File: src/rtl/wb_stage_multi.sv
// Multi-lane write-back stage: registers the retiring bundle, drives RF writes and forwarding,
// counts retired instructions and streams a per-instruction debug trace through a small FIFO.
module wb_stage_multi #(
    parameter int LANES     = 2,
    parameter int XLEN      = 64,
    parameter int DBG_DEPTH = 8,
    localparam int LANE_WD  = 1 + 1 + 5 + XLEN + XLEN + 32
) (
    input  logic                       clk,
    input  logic                       rst,
    input  logic [5:0]                 stall,
    input  logic [LANES*LANE_WD-1:0]   mem2wb_bus,
    output logic [LANES*(6+XLEN)-1:0]  wb2rf_bus,
    output logic [LANES*(6+XLEN)-1:0]  wb2ex_fwd,
    output logic                       stallreq_wb,
    output logic [63:0]                instret,
    output logic                       trace_ovf,
    output logic [XLEN-1:0]            debug_wb_pc,
    output logic [XLEN/8-1:0]          debug_wb_rf_we,
    output logic [4:0]                 debug_wb_rf_wnum,
    output logic [XLEN-1:0]            debug_wb_rf_wdata,
    output logic                       debug_wb_valid
);

    localparam int OFF_PC = 32;
    localparam int OFF_WD = 32 + XLEN;
    localparam int OFF_WA = 32 + 2 * XLEN;
    localparam int OFF_WE = 37 + 2 * XLEN;
    localparam int OFF_V  = 38 + 2 * XLEN;
    localparam int RF_W   = 6 + XLEN;
    localparam int ENT_W  = 2 * XLEN + 6;
    localparam int PTR_W  = $clog2(DBG_DEPTH);
    localparam int CNT_W  = $clog2(DBG_DEPTH + 1);

    logic [LANES*LANE_WD-1:0] bundle_q;
    logic [ENT_W-1:0]         trace_mem [DBG_DEPTH];
    logic [PTR_W-1:0]         rd_ptr, wr_ptr;
    logic [CNT_W-1:0]         count;

    logic                     capture, pop, drop;
    logic [CNT_W-1:0]         cap, n_valid, n_enq;
    logic [LANES-1:0]         enq_ok;
    logic [CNT_W-1:0]         enq_off [LANES];
    logic [ENT_W-1:0]         m_entry [LANES];
    logic [LANES-1:0]         we_raw, we_fin;
    logic [4:0]               b_waddr [LANES];
    logic [XLEN-1:0]          b_wdata [LANES];
    logic [ENT_W-1:0]         head;
    logic                     unused_bits;

    assign capture = ~stall[4];
    assign pop     = (count != '0);

    // RF write path from the registered bundle; a younger lane to the same register wins.
    always_comb begin
        wb2rf_bus = '0;
        for (int i = 0; i < LANES; i++) begin
            b_waddr[i] = bundle_q[i*LANE_WD + OFF_WA +: 5];
            b_wdata[i] = bundle_q[i*LANE_WD + OFF_WD +: XLEN];
            we_raw[i]  = bundle_q[i*LANE_WD + OFF_V] & bundle_q[i*LANE_WD + OFF_WE]
                         & (b_waddr[i] != 5'd0);
        end
        for (int i = 0; i < LANES; i++) begin
            we_fin[i] = we_raw[i];
            for (int j = i + 1; j < LANES; j++) begin
                if (we_raw[j] && (b_waddr[j] == b_waddr[i]))
                    we_fin[i] = 1'b0;
            end
            wb2rf_bus[i*RF_W +: RF_W] = {we_fin[i], b_waddr[i], b_wdata[i]};
        end
    end

    assign wb2ex_fwd = wb2rf_bus;

    // Trace enqueue selection; the head slot freed by this edge's pop is reusable.
    always_comb begin
        cap     = CNT_W'(DBG_DEPTH) - count + CNT_W'(pop);
        n_valid = '0;
        n_enq   = '0;
        drop    = 1'b0;
        for (int i = 0; i < LANES; i++) begin
            m_entry[i] = {mem2wb_bus[i*LANE_WD + OFF_PC +: XLEN],
                          mem2wb_bus[i*LANE_WD + OFF_WE] & (mem2wb_bus[i*LANE_WD + OFF_WA +: 5] != 5'd0),
                          mem2wb_bus[i*LANE_WD + OFF_WA +: 5],
                          mem2wb_bus[i*LANE_WD + OFF_WD +: XLEN]};
            enq_ok[i]  = 1'b0;
            enq_off[i] = '0;
            if (mem2wb_bus[i*LANE_WD + OFF_V]) begin
                n_valid = n_valid + CNT_W'(1);
                if (n_enq < cap) begin
                    enq_ok[i]  = 1'b1;
                    enq_off[i] = n_enq;
                    n_enq      = n_enq + CNT_W'(1);
                end else begin
                    drop = 1'b1;
                end
            end
        end
    end

    always_ff @(posedge clk or posedge rst) begin
        if (rst) begin
            bundle_q  <= '0;
            rd_ptr    <= '0;
            wr_ptr    <= '0;
            count     <= '0;
            instret   <= '0;
            trace_ovf <= 1'b0;
        end else begin
            if (!stall[4])
                bundle_q <= mem2wb_bus;
            else if (!stall[5])
                bundle_q <= '0;
            if (pop)
                rd_ptr <= rd_ptr + PTR_W'(1);
            if (capture) begin
                wr_ptr  <= wr_ptr + PTR_W'(n_enq);
                instret <= instret + 64'(n_valid);
                if (drop)
                    trace_ovf <= 1'b1;
            end
            count <= count + (capture ? n_enq : '0) - CNT_W'(pop);
        end
    end

    always_ff @(posedge clk) begin
        if (capture) begin
            for (int i = 0; i < LANES; i++) begin
                if (enq_ok[i])
                    trace_mem[wr_ptr + PTR_W'(enq_off[i])] <= m_entry[i];
            end
        end
    end

    assign head              = trace_mem[rd_ptr];
    assign debug_wb_valid    = pop;
    assign debug_wb_pc       = pop ? head[XLEN+6 +: XLEN] : '0;
    assign debug_wb_rf_we    = {(XLEN/8){pop & head[XLEN+5]}};
    assign debug_wb_rf_wnum  = pop ? head[XLEN +: 5] : 5'd0;
    assign debug_wb_rf_wdata = pop ? head[XLEN-1:0] : '0;
    assign stallreq_wb       = (CNT_W'(DBG_DEPTH) - count) < CNT_W'(LANES);

    // pc/inst of the registered bundle and the low stall bits have no consumer here.
    always_comb begin
        unused_bits = ^stall[3:0];
        for (int i = 0; i < LANES; i++)
            unused_bits = unused_bits ^ (^bundle_q[i*LANE_WD +: 32+XLEN]) ^ (^mem2wb_bus[i*LANE_WD +: 32]);
    end

endmodule

File: config.mk
export PLATFORM = sky130hd
export DESIGN_NAME = wb_stage_multi
export DESIGN_NICKNAME = d
export VERILOG_FILES = /design/src/rtl/wb_stage_multi.sv
export SDC_FILE = /design/constraint.sdc
export NUM_CORES = 2
export LEC_CHECK = 0
export ABC_CLOCK_PERIOD_IN_PS = 8350
export BUFFER_PORTS_ARGS = -buffer_cell sky130_fd_sc_hd__buf_2
export CORE_MARGIN = 3
export CORE_UTILIZATION = 48
export DETAILED_ROUTE_END_ITERATION = 7
export PLACE_DENSITY = 0.73
export SETUP_SLACK_MARGIN = 0.4
export SLEW_MARGIN = 20
export SYNTH_ARGS = -nofsm -noshare
export SYNTH_HDL_FRONTEND = slang
export SYNTH_SLANG_ARGS = --single-unit
File: constraint.sdc
create_clock -name clk -period 8.35 [get_ports clk]
set_input_delay 0.835 -clock clk [delete_from_list [all_inputs] [get_ports clk]]
set_output_delay 0.835 -clock clk [all_outputs]
set_load 0.02 [all_outputs]
Word level (Yosys, flattened, before mapping)
Memory sizes are Yosys's and may differ from the RTL's.
Index checks and enable logic that the tools add are counted.
{"block": "op_classes", "n_lt_le_gt_ge": 3, "bitwise_logic": 8, "mux": 29, "n_reduce_logical": 7, "addsub": 10, "n_eq_ne": 2}
{"op": "two-way mux 334 bit", "count": 2}
{"op": "two-way mux 64 bit", "count": 2}
{"op": "adder 64 x 4 -> 64 bit", "count": 1}
{"op": "nonzero test 5 bit", "count": 4}
{"op": "two-way mux 1 bit", "count": 19}
{"op": "two-way mux 4 bit", "count": 4}
{"op": "adder 4 x 1 -> 4 bit, second input constant", "count": 2}
{"op": "AND 1 bit", "count": 7}
{"op": "adder 3 bit", "count": 2}
{"op": "== test 5 bit", "count": 1}
{"op": "two-way mux 5 bit", "count": 1}
{"op": "adder 4 x 1 -> 4 bit", "count": 1}
{"op": "adder 4 bit", "count": 1}
{"op": "< comparator 1 x 4 -> 1 bit, first input constant", "count": 1}
{"op": "< comparator 4 x 2 -> 1 bit, second input constant", "count": 1}
{"op": "< comparator 4 bit", "count": 1}
{"op": "nonzero test 4 bit", "count": 1}
{"op": "subtractor 4 x 1 -> 4 bit", "count": 1}
{"op": "subtractor 4 bit, first input constant", "count": 1}
{"op": "adder 3 x 1 -> 3 bit, second input constant", "count": 1}
{"op": "two-way mux 3 bit", "count": 1}
{"op": "!= test 2 bit, second input constant", "count": 1}
{"op": "AND reduction 2 bit", "count": 1}
{"op": "logical AND 1 bit", "count": 1}
{"op": "NOT 1 bit", "count": 1}
{"block": "word_totals", "regBits": 409, "word_cells": 66, "ram_bits": 1072, "output_inout_bits": 488, "in_bits": 342, "n_memories": 1}
{"memory": "trace_mem", "words": 8, "word_bits": 134, "read_ports": 1, "rd_clocked_by_memory_dff": 0, "write_ports": 2, "line_no": "36", "rtl": "logic [ENT_W-1:0] trace_mem [DBG_DEPTH];"}

Depth between registers and ports, before layout
{"block": "logic_depth", "word_depth": 11, "mapped_depth": 22, "ltp_nobuf": 18}

Least setup slack after synthesis
OpenSTA, ideal clock, no wires.
{"block": "synth_timing", "path_kind": "reg2reg", "from": "register count[0]", "to": "memory trace_mem[0][0] (netlist bit) (enable)", "setup_ps": 655, "path_buffers": 2, "slack_ps": -670, "required_time_ps": 7695, "stages_incl_launch_ff": 13, "arrival_ps": 8365, "period_less_slack_ps": 9020, "cell_sequence": "dfrtp_1 inv_1 ha_1 and2_1 clkbuf_1 inv_1 ha_1 xor2_1 nor3_1 o21ai_0 a21oi_1 clkbuf_1 o21bai_1"}
{"item": "start, declared", "line_no": "38", "rtl": "logic [CNT_W-1:0] count;"}
{"item": "start signal, assigned", "line_no": "122", "rtl": "count <= count + (capture ? n_enq : '0) - CNT_W'(pop);"}
{"item": "end, declared", "line_no": "36"}

==> out/qor.yml <==
clk_latency_ps: 770
outcome: "finished clean"
path_class: "reg -> reg"
postLayoutCoreUtil: 0.544
portBuffers: 761
root_buffer: "clkbuf_16"
fp-row-count: 134
design.final.nets: 4843
dr_total_vias: 37800
worst_hold_slack_ps: 164
grt_start_max_net_pins: 137
crit_required_ps: 8850
initial_core_util: 0.484
syn_to_final_growth_pct: 12.4
die_h_um: 373
ys_seq_elements: 1289
placed_cells: 6103
postCtsSetupRepairBufs: 0
slew_viol_final: 0
pwr-share-seq: 0.371
seq_area_frac_synth: 0.581
setup_viol: 0
core-area_sq_um: 134000
htree_levels: 4
drc: 0
drtIter0Drc: 3662
grt_antenna_before_repair: 33
rsz0062_at_grt: "false"
clk_pin_slew_ps: 60
post-route-min-period_ps: 6380
final_cells: 6384
clockBufferDepth: 3
p_int_w: 0.0155
skew_ps: 26.0
p_sw_frac: 0.348
synth.avg_cell_area_sq_um: 15.8
numCtsBuffers: 142
post_cts_resized: 0
wirelength_um: 176000
yosysUniqueCellTypes: 55
die-area_sq_um: 139000
syn_area_sq_um: 64800
cts_sinks: 1289
crit_path_end_kind: "flop"
syn_inst: 4090
grt_pass1_vias: 39500
pwr-share-comb: 0.361
hp-class: "in -> async"
track_usage: 0.248
setup-tns-final_ps: 0
start_kind: "flop"
hpwl_um: 95900
synth_edf_count: 1072
leakagePower_nw: 26.5
fmax_mhz: 157
finalHoldViolCount: 0
p_sw_w: 0.00824
syn_nets: 4453
ant_nets: 0
design_power_total_w: 0.0237
drv_cap: 0
firstDrtPassIters: 7
drive_gt1_frac: 0.438
die_x_um: 373
synth-main-ff-cell: "edfxtp_1"
viasPerCell: 5.93
grt_pass1_wl_um: 260000
hold_buffers: 0
worstPathArrival_ps: 6880
critPathMaxFanout: 95
async_flop_share: 0.168
worst_pin_slew_ps: 1110
power-per-cell-area_nw_per_um2: 325
ioPinCount: 830
power.clock.fraction: 0.268
wl_per_cell_um: 27.5
cts_tree: "yes"
gp_congestion: 0.794
period_share: 0.764
ir_worst_vdd_mv: 0.416
gr-total-overflow: 0
ys_warn_count: 0
slew_headroom: 0.258
worst paths after layout:
kind	from	to	slack, ps	cells after the start
max	count[0]	trace_mem[3][14]	1970	20
min	rst	instret[33]	160	2
max reg2reg	count[0]	trace_mem[3][14]	1970	20
min reg2reg	instret[63]	instret[63]	470	1
max in group asynchronous	rst	bundle_q[133]	6760	3
min in group clk	mem2wb_bus[165]	bundle_q[165]	360	3
layout make-up:
class	instances	area (sq um)
Sequential cell	1289	37600
Fill cell	10800	60900
Inverter	100	384
Antenna cell	20	50.0
Multi-Input combinational cell	2132	23300
Clock buffer	199	4090
Clock inverter	61	624
Timing Repair Buffer	815	4510
Tap cell	1768	2210
power groups by stage:
stage          clock, W  sequential, W  combinational (W)
2_1_floorplan         0        0.00896            0.00603
3_3_place_gp          0        0.00887            0.00856
3_5_place_dp          0        0.00891            0.00862
4_1_cts         0.00645        0.00879            0.00865
5_1_grt         0.00669        0.00887            0.00910
6_report        0.00635        0.00878            0.00856
cells in the mapped netlist, types with 4 or more instances:
master / number / area [sq um]
nor4_1: 5 / 31.3
mux2_1: 152 / 1710
nor3_1: 30 / 150
inv_1: 66 / 248
edfxtp_1: 1072 / 32200
nor2_1: 156 / 586
buf_2: 87 / 435
mux2_2: 682 / 7680
xor2_1: 47 / 412
and3_1: 5 / 31.3
mux4_2: 268 / 6040
nand2_1: 31 / 116
and4_1: 5 / 43.8
nor3b_1: 4 / 30.0
and2_1: 7 / 43.8
buf_1: 53 / 199
buf_6: 24 / 270
clkbuf_1: 88 / 330
a22o_1: 66 / 578
buf_4: 317 / 2380
o21ai_0: 76 / 380
or3_1: 4 / 25.0
nand3_1: 92 / 460
mux2i_1: 376 / 3760
ha_1: 18 / 225
o21bai_1: 9 / 67.6
nor2b_1: 5 / 31.3
xnor2_1: 30 / 263
clkinv_1: 34 / 128
nand4_1: 25 / 156
dfrtp_1: 217 / 5430
cell families after synthesis:
group	count (synthesis)	synth area share
adders and majority gates	22	0.00456
buffers and inverters	669	0.0616
AOI/OAI and AO/OA	166	0.0174
xor gates and xnor gates	77	0.0104
and+or+nand+nor	389	0.0294
DFF	1289	0.581
muxes	1478	0.296
placed cells by master (no fill, tap or decap), types with 6 or more instances in the layout:
master | Yosys | layout
xor2_1 | 47 | 47
nand4_1 | 25 | 25
clkbuf_1 | 88 | 30
mux2_1 | 152 | 152
edfxtp_1 | 1072 | 1072
clkinv_2 | 0 | 18
clkinv_1 | 34 | 50
clkbuf_16 | 0 | 147
nand3_1 | 92 | 92
nor3_1 | 30 | 22
inv_6 | 0 | 6
dfrtp_1 | 217 | 214
bufinv_16 | 0 | 9
mux2i_1 | 376 | 376
diode_2 | 0 | 20
inv_1 | 66 | 65
a22o_1 | 66 | 66
buf_4 | 317 | 33
mux2_2 | 682 | 682
nand2_1 | 31 | 31
clkbuf_8 | 0 | 22
o21bai_4 | 0 | 8
buf_2 | 87 | 759
ha_1 | 18 | 18
nor3_2 | 1 | 9
buf_12 | 0 | 22
xnor2_1 | 30 | 30
nor2_1 | 156 | 156
o21ai_0 | 76 | 76
mux4_2 | 268 | 268
per-stage QoR:
stage          setup slack [ps]  instance area (sq um)
2_1_floorplan              -670                  64800
3_3_place_gp               2120                  68000
3_5_place_dp               2050                  68000
4_1_cts                    2020                  72800
5_1_grt                    1710                  72800
6_report                   1970                  72800
flip-flops by register name, indices dropped and copies added, names as in the netlist:
register / cells
trace_mem: 1072
trace_ovf: 1
rd_ptr: 3
bundle_q: 142
wr_ptr: 3
count: 4
instret: 64
worst max-delay path, stage by stage (launching register included):
cell and delay (ps):
dfrtp_1 430, inv_1 80, ha_1 180, and2_4 590, inv_1 270, ha_1 290
xor2_1 150, nor3_1 190, o21ai_0 180, a21oi_2 180, nor2b_1 60, ha_1 180
and2_1 190, ha_1 210, ha_1 240, xnor2_1 190, nand3_1 170, nor3_2 260
buf_12 650, buf_4 790, mux2_2 420
layer usage:
| metal | routed length [um] | share of wire | up-vias | GRT usage |
|---|---|---|---|---|
| met2 | 86000 | 0.49 | 1626 | 0.407 |
| met1 | 71600 | 0.41 | 19600 | 0.339 |
| met3 | 14000 | 0.080 | 262 | 0.0502 |
| met5 | 115 | 0.00066 | - | 0 |
| li1 | - | - | 16300 | - |
| met4 | 3810 | 0.022 | 18 | 0.0678 |
Note: power is estimated with default switching activity, not from simulation.
